<file path="config.mk">
export PLATFORM = sky130hd
export DESIGN_NAME = engine_sample_decimator
export DESIGN_NICKNAME = d
export VERILOG_FILES = /design/src/rtl/engine_sample_decimator.sv
export SDC_FILE = /design/constraint.sdc
export NUM_CORES = 1
export LEC_CHECK = 0
export CELL_PAD_IN_SITES_DETAIL_PLACEMENT = 0
export CELL_PAD_IN_SITES_GLOBAL_PLACEMENT = 1
export CORE_MARGIN = 1
export CORE_UTILIZATION = 45
export CTS_CLUSTER_SIZE = 10
export DETAILED_ROUTE_END_ITERATION = 16
export MAX_ROUTING_LAYER = met4
export PLACE_DENSITY_LB_ADDON = 0.3
export SKIP_LAST_GASP = 1
export SLEW_MARGIN = 20
export SYNTH_ARGS = -nofsm -noshare
export SYNTH_HDL_FRONTEND = slang
export SYNTH_SLANG_ARGS = --single-unit
</file>
<file path="constraint.sdc">
create_clock -name clk -period 3.65 [get_ports clk]
set_input_delay 0.365 -clock clk [delete_from_list [all_inputs] [get_ports clk]]
set_output_delay 0.365 -clock clk [all_outputs]
set_load 0.005 [all_outputs]
</file>
<file path="src/rtl/engine_sample_decimator.sv">
// Box-car decimator for the engine sound sample stream: averages 2^DECIM_LOG2
// enabled samples, applies a saturating gain and buffers results in a 2-deep FIFO.
module engine_sample_decimator #(
    parameter int IN_W       = 16,
    parameter int DECIM_LOG2 = 6,
    parameter int GAIN_SHIFT = 0
) (
    input  logic                   clk,
    input  logic                   rst,
    input  logic                   clk_3MHz_en,
    input  logic signed [IN_W-1:0] in_sample,
    output logic signed [IN_W-1:0] out_sample,
    output logic                   out_valid,
    input  logic                   out_ready,
    output logic                   overrun,
    input  logic                   clr_overrun
);

    localparam int ACC_W = IN_W + DECIM_LOG2;
    localparam int SH_W  = ACC_W + GAIN_SHIFT;

    localparam logic [DECIM_LOG2-1:0] CNT_MAX = {DECIM_LOG2{1'b1}};
    localparam logic signed [SH_W-1:0] SAT_MAX = {{(SH_W-IN_W+1){1'b0}}, {(IN_W-1){1'b1}}};
    localparam logic signed [SH_W-1:0] SAT_MIN = {{(SH_W-IN_W+1){1'b1}}, {(IN_W-1){1'b0}}};

    logic signed [ACC_W-1:0]      acc_r;
    logic        [DECIM_LOG2-1:0] cnt_r;

    logic signed [IN_W-1:0] mem_r [2];
    logic                   rd_ptr_r;
    logic                   wr_ptr_r;
    logic        [1:0]      count_r;

    logic signed [IN_W-1:0] out_sample_r;
    logic                   out_valid_r;
    logic                   overrun_r;

    logic signed [ACC_W-1:0] in_ext_s;
    logic signed [ACC_W-1:0] total_s;
    logic signed [ACC_W-1:0] avg_s;
    logic signed [SH_W-1:0]  shifted_s;
    logic signed [IN_W-1:0]  res_s;

    logic                   block_end_s;
    logic                   pop_s;
    logic                   push_ok_s;
    logic                   drop_s;
    logic signed [IN_W-1:0] mem_n_s [2];
    logic                   rd_ptr_n_s;
    logic                   wr_ptr_n_s;
    logic        [1:0]      count_n_s;
    logic signed [IN_W-1:0] head_n_s;

    // Block result datapath: final sum, floor average, gain and saturation.
    always_comb begin
        in_ext_s  = ACC_W'(in_sample);
        total_s   = acc_r + in_ext_s;
        avg_s     = total_s >>> DECIM_LOG2;
        shifted_s = SH_W'(avg_s) <<< GAIN_SHIFT;
        if (shifted_s > SAT_MAX) begin
            res_s = SAT_MAX[IN_W-1:0];
        end else if (shifted_s < SAT_MIN) begin
            res_s = SAT_MIN[IN_W-1:0];
        end else begin
            res_s = shifted_s[IN_W-1:0];
        end
    end

    // Handshake decisions; a full buffer still accepts a push if it pops this cycle.
    always_comb begin
        pop_s       = out_valid_r & out_ready;
        block_end_s = clk_3MHz_en & (cnt_r == CNT_MAX);
        push_ok_s   = block_end_s & ((count_r != 2'd2) | pop_s);
        drop_s      = block_end_s & ~push_ok_s;
    end

    // Next FIFO state, used both for the storage and for the registered head.
    always_comb begin
        mem_n_s[0] = mem_r[0];
        mem_n_s[1] = mem_r[1];
        if (push_ok_s) begin
            mem_n_s[wr_ptr_r] = res_s;
            wr_ptr_n_s        = ~wr_ptr_r;
        end else begin
            wr_ptr_n_s        = wr_ptr_r;
        end
        if (pop_s) begin
            rd_ptr_n_s = ~rd_ptr_r;
        end else begin
            rd_ptr_n_s = rd_ptr_r;
        end
        case ({push_ok_s, pop_s})
            2'b10:   count_n_s = count_r + 2'd1;
            2'b01:   count_n_s = count_r - 2'd1;
            default: count_n_s = count_r;
        endcase
        head_n_s = mem_n_s[rd_ptr_n_s];
    end

    // Accumulator and block counter advance only on enabled cycles.
    always_ff @(posedge clk or posedge rst) begin
        if (rst) begin
            acc_r <= '0;
            cnt_r <= '0;
        end else if (clk_3MHz_en) begin
            if (block_end_s) begin
                acc_r <= '0;
                cnt_r <= '0;
            end else begin
                acc_r <= total_s;
                cnt_r <= cnt_r + {{(DECIM_LOG2-1){1'b0}}, 1'b1};
            end
        end
    end

    // FIFO storage, pointers and occupancy.
    always_ff @(posedge clk or posedge rst) begin
        if (rst) begin
            mem_r[0] <= '0;
            mem_r[1] <= '0;
            rd_ptr_r <= 1'b0;
            wr_ptr_r <= 1'b0;
            count_r  <= 2'd0;
        end else begin
            mem_r[0] <= mem_n_s[0];
            mem_r[1] <= mem_n_s[1];
            rd_ptr_r <= rd_ptr_n_s;
            wr_ptr_r <= wr_ptr_n_s;
            count_r  <= count_n_s;
        end
    end

    // Registered head of buffer; holds its value while the buffer is empty.
    always_ff @(posedge clk or posedge rst) begin
        if (rst) begin
            out_sample_r <= '0;
            out_valid_r  <= 1'b0;
        end else begin
            out_valid_r <= (count_n_s != 2'd0);
            if (count_n_s != 2'd0) begin
                out_sample_r <= head_n_s;
            end else begin
                out_sample_r <= out_sample_r;
            end
        end
    end

    // Sticky overrun: a drop wins over a clear in the same cycle.
    always_ff @(posedge clk or posedge rst) begin
        if (rst) begin
            overrun_r <= 1'b0;
        end else if (drop_s) begin
            overrun_r <= 1'b1;
        end else if (clr_overrun) begin
            overrun_r <= 1'b0;
        end else begin
            overrun_r <= overrun_r;
        end
    end

    assign out_sample = out_sample_r;
    assign out_valid  = out_valid_r;
    assign overrun    = overrun_r;

endmodule
</file>
==> flow_summary.toml <==
[clocking]
cts_setup_buffers = 0
clockRootBuffer = "clkbuf_8"
clk_latency_ns = 0.36
cts_buffers = 9
htree_num_levels = 3
cts_buffer_depth = 2
clkTransAtPathRegs_ns = 0.09
hold_buffers = 0
cts.sinks = 82
cts_resized = 0
cts_tree = "done"

[logic_synthesis]
synth_area_sq_um = 4530
postSynth.asyncResetShare_pct = 100
yosysWarningCount = 0
ys_ff_latch = 82
synthFlopType = "dfrtp_1"
synth_fp_nets = 538
synth_seq_area_share_pct = 45.3
avgSynthCellArea_sq_um = 9.20
synth.distinct_cells = 54
synth_edf_count = 0
synth_cells = 493

[final_layout]
area_growth_pct = 16.7
fillers = 918
regArea_sq_um = 2050
layout-drive-gt1-share_pct = 6.69
n_antenna_cell = 0
multi_input_area_sq_um = 2260
fin_nets = 578

[floorplan]
start_util_pct = 46.4
dieArea_sq_um = 10500
die-height_um = 102
fp.dieW_um = 102
io_pins = 39
num_rows = 36
core_sq_um = 9770

[sta]
skew_ns = 0.00806
fmax_mhz = 327
tns_ns = 0
worst_slew_pin_slew_ns = 0.771
fin_crit_ns = 3.06
rsz0062_at_grt = "false"
slew_violations = 0
fin_crit_sh_pct = 83.9
setup_viol = 0
relSlewSlack_pct = 48.5
hold_viol_final = 0

[placement]
globalplace.congestion = 0.859
place_hpwl_mm = 7.58
port-buffer-count = 38

[critical_path]
crit_fanout = 27
crit_arrival_ns = 3.32
start_kind = "register"
end_kind = "register"
r2r-start = "cnt_r[0]$_DFFE_PP0P_"
path_class = "register to register"
critPathRequiredTime_ns = 3.90
r2r_cells = 13
crit-reg2reg-capture = "out_sample[10]$_DFFE_PP0P_"
rrSetupSlack_ns = 0.59

[routing]
routed_wl_mm = 10.6
drc = 0
vias_per_cell = 5.55
wire_per_inst_um = 15.8
drtPass1Iterations = 5
num_vias = 3727
drtIter0Drc = 176
ant_nets = 0

[power_and_ir_drop]
p_per_area_nw_per_um2 = 843
leakage_nw = 2.41
power_mw = 4.46
ir_worst_vdd_mv = 0.334

[global_route]
gr-total-overflow = 0
grt_max_degree = 48
antenna_found_initial = 0
grt_pass1_wl_mm = 17.4
grtUsageTotal_pct = 22.6
grt_pass1_vias = 3456

[worst_hold_path]
hold_class = "input port to async pin"

[run_status]
status = "finished, final reports clean"

[job]
drv_cap = 0
[cells in the final DEF (no fill, tap or decap), drive strengths merged, types with 3 or more instances in the layout]
cell type       n
clkdlybuf4s50  38
xnor2          15
nand4           4
a31oi           9
nand2          61
nor2           37
inv            39
a21o            6
xor2            9
mux2i           7
o211ai          4
nand2b          4
o22ai          20
ha             23
dfrtp          82
and3            3
nor3            8
o21a            4
a21oi          22
o221a           3
clkbuf          9
o2111ai         5
nand3          15
o21ai          48
and2            3
a211oi          4
nor2b           5
or3             3
o31ai           6
buf            11
[metrics by stage]
step / hold slack [ns] / utilization (%) / instance area, sq um / instances / setup slack, ns
floorplan: 0.444 / - / 4530 / 493 / 0.753
global placement: 0.456 / 52.1 / 5090 / 655 / 0.262
detailed placement: 0.466 / 52.1 / 5090 / 655 / 0.209
CTS: 0.419 / 54.1 / 5290 / 671 / 0.588
global route: 0.459 / 54.1 / 5290 / 671 / 0.348
finish: 0.393 / 54.1 / 5290 / 671 / 0.588
[kinds of logic (layout without fill, tap and decap cells)]
group	after synthesis	count (layout)	synth area share (%)
simple gates	151	151	15.1
compound gates	146	146	21.2
flops	82	82	45.3
fa+ha+maj	24	24	6.79
mux	9	9	2.04
xor+xnor	24	24	4.64
buf+inv	57	102	4.99
[cell usage after synthesis (2+ instances only)]
cell type | n | area share [%]
dfrtp_1 | 82 | 45
nand2_1 | 61 | 5.0
o21ai_0 | 42 | 4.6
inv_1 | 37 | 3.1
nor2_1 | 36 | 3.0
ha_1 | 23 | 6.3
a21oi_1 | 22 | 2.4
o22ai_1 | 20 | 2.8
nand3_1 | 15 | 1.7
xnor2_1 | 15 | 2.9
clkbuf_1 | 12 | 0.99
xor2_1 | 9 | 1.7
a31oi_1 | 8 | 1.1
nor3_1 | 8 | 0.88
buf_2 | 7 | 0.77
mux2i_1 | 7 | 1.5
a21o_1 | 6 | 0.99
o21ai_1 | 6 | 0.66
o31ai_1 | 6 | 0.99
nor2b_1 | 5 | 0.69
o2111ai_1 | 5 | 0.97
nand2b_1 | 4 | 0.55
nand4_1 | 4 | 0.55
o211ai_1 | 4 | 0.66
o21a_1 | 4 | 0.66
a211oi_1 | 3 | 0.50
and2_1 | 3 | 0.41
and3_1 | 3 | 0.41
or3_1 | 3 | 0.41
a2111o_1 | 2 | 0.50
a2111oi_0 | 2 | 0.39
a211o_1 | 2 | 0.39
mux2_2 | 2 | 0.50
nor3b_1 | 2 | 0.33
nor4_1 | 2 | 0.28
o21bai_1 | 2 | 0.33
o221a_2 | 2 | 0.50
[sequential cells by signal, summed over array words and instances (netlist names)]
| name | flops |
|---|---|
| acc_r | 22 |
| rd_ptr_r | 1 |
| cnt_r | 6 |
| count_r | 2 |
| mem_r | 32 |
| out_sample | 16 |
| overrun | 1 |
| out_valid | 1 |
| wr_ptr_r | 1 |
[layout make-up]
cell class / instances / area share [%]
clock inverter: 7 / 1.44
inverter: 37 / 2.65
multi-input combinational: 354 / 42.6
clock buffer: 9 / 2.34
timing repair buffer: 49 / 8.99
sequential: 82 / 38.8
tap: 133 / 3.15
[worst max path at each step]
stage	startpoint	end	slack, ns	cells after the start
after floorplan	cnt_r[0]$_DFFE_PP0P_	out_sample[2]$_DFFE_PP0P_	0.75	15
after global placement	in_sample[0]	out_sample[14]$_DFFE_PP0P_	0.26	12
after detailed placement	in_sample[0]	out_sample[14]$_DFFE_PP0P_	0.21	12
after CTS	in_sample[0]	out_sample[14]$_DFFE_PP0P_	0.59	12
after global routing	cnt_r[0]$_DFFE_PP0P_	out_sample[2]$_DFFE_PP0P_	0.35	14
final	cnt_r[0]$_DFFE_PP0P_	out_sample[10]$_DFFE_PP0P_	0.59	13
[per-layer routing]
| metal | routed length (um) | track usage [%] | share of wire (%) | vias up |
|---|---|---|---|---|
| li1 | - | - | - | 1842 |
| met1 | 5360 | 32.7 | 51 | 1800 |
| met3 | 396 | 3.69 | 3.7 | 9 |
| met5 | 0 | - | 0 | - |
| met4 | 94 | 4.95 | 0.89 | 0 |
| met2 | 4740 | 33.4 | 45 | 76 |
[critical path, stage by stage, from the launching register on]
cell     delay [ns]
dfrtp_1        0.41
ha_1           0.21
and3_1         0.20
and4_1         0.22
and2_1         0.14
inv_1          0.16
ha_1           0.20
xnor2_1        0.12
nor2_1         0.07
xor2_1         0.15
nor2_1         0.38
inv_1          0.14
buf_4          0.25
o221a_2        0.29
[power by group]
| part | total [mW] | internal [mW] | leakage, nW | switching [mW] |
|---|---|---|---|---|
| Sequential | 1.34 | 1.17 | 1.07 | 0.166 |
| Clock | 0.685 | 0.322 | 0.0966 | 0.363 |
| Combinational | 2.43 | 1.02 | 1.24 | 1.42 |
| Total | 4.46 | 2.51 | 2.41 | 1.95 |
(Power assumes the default switching activity.)
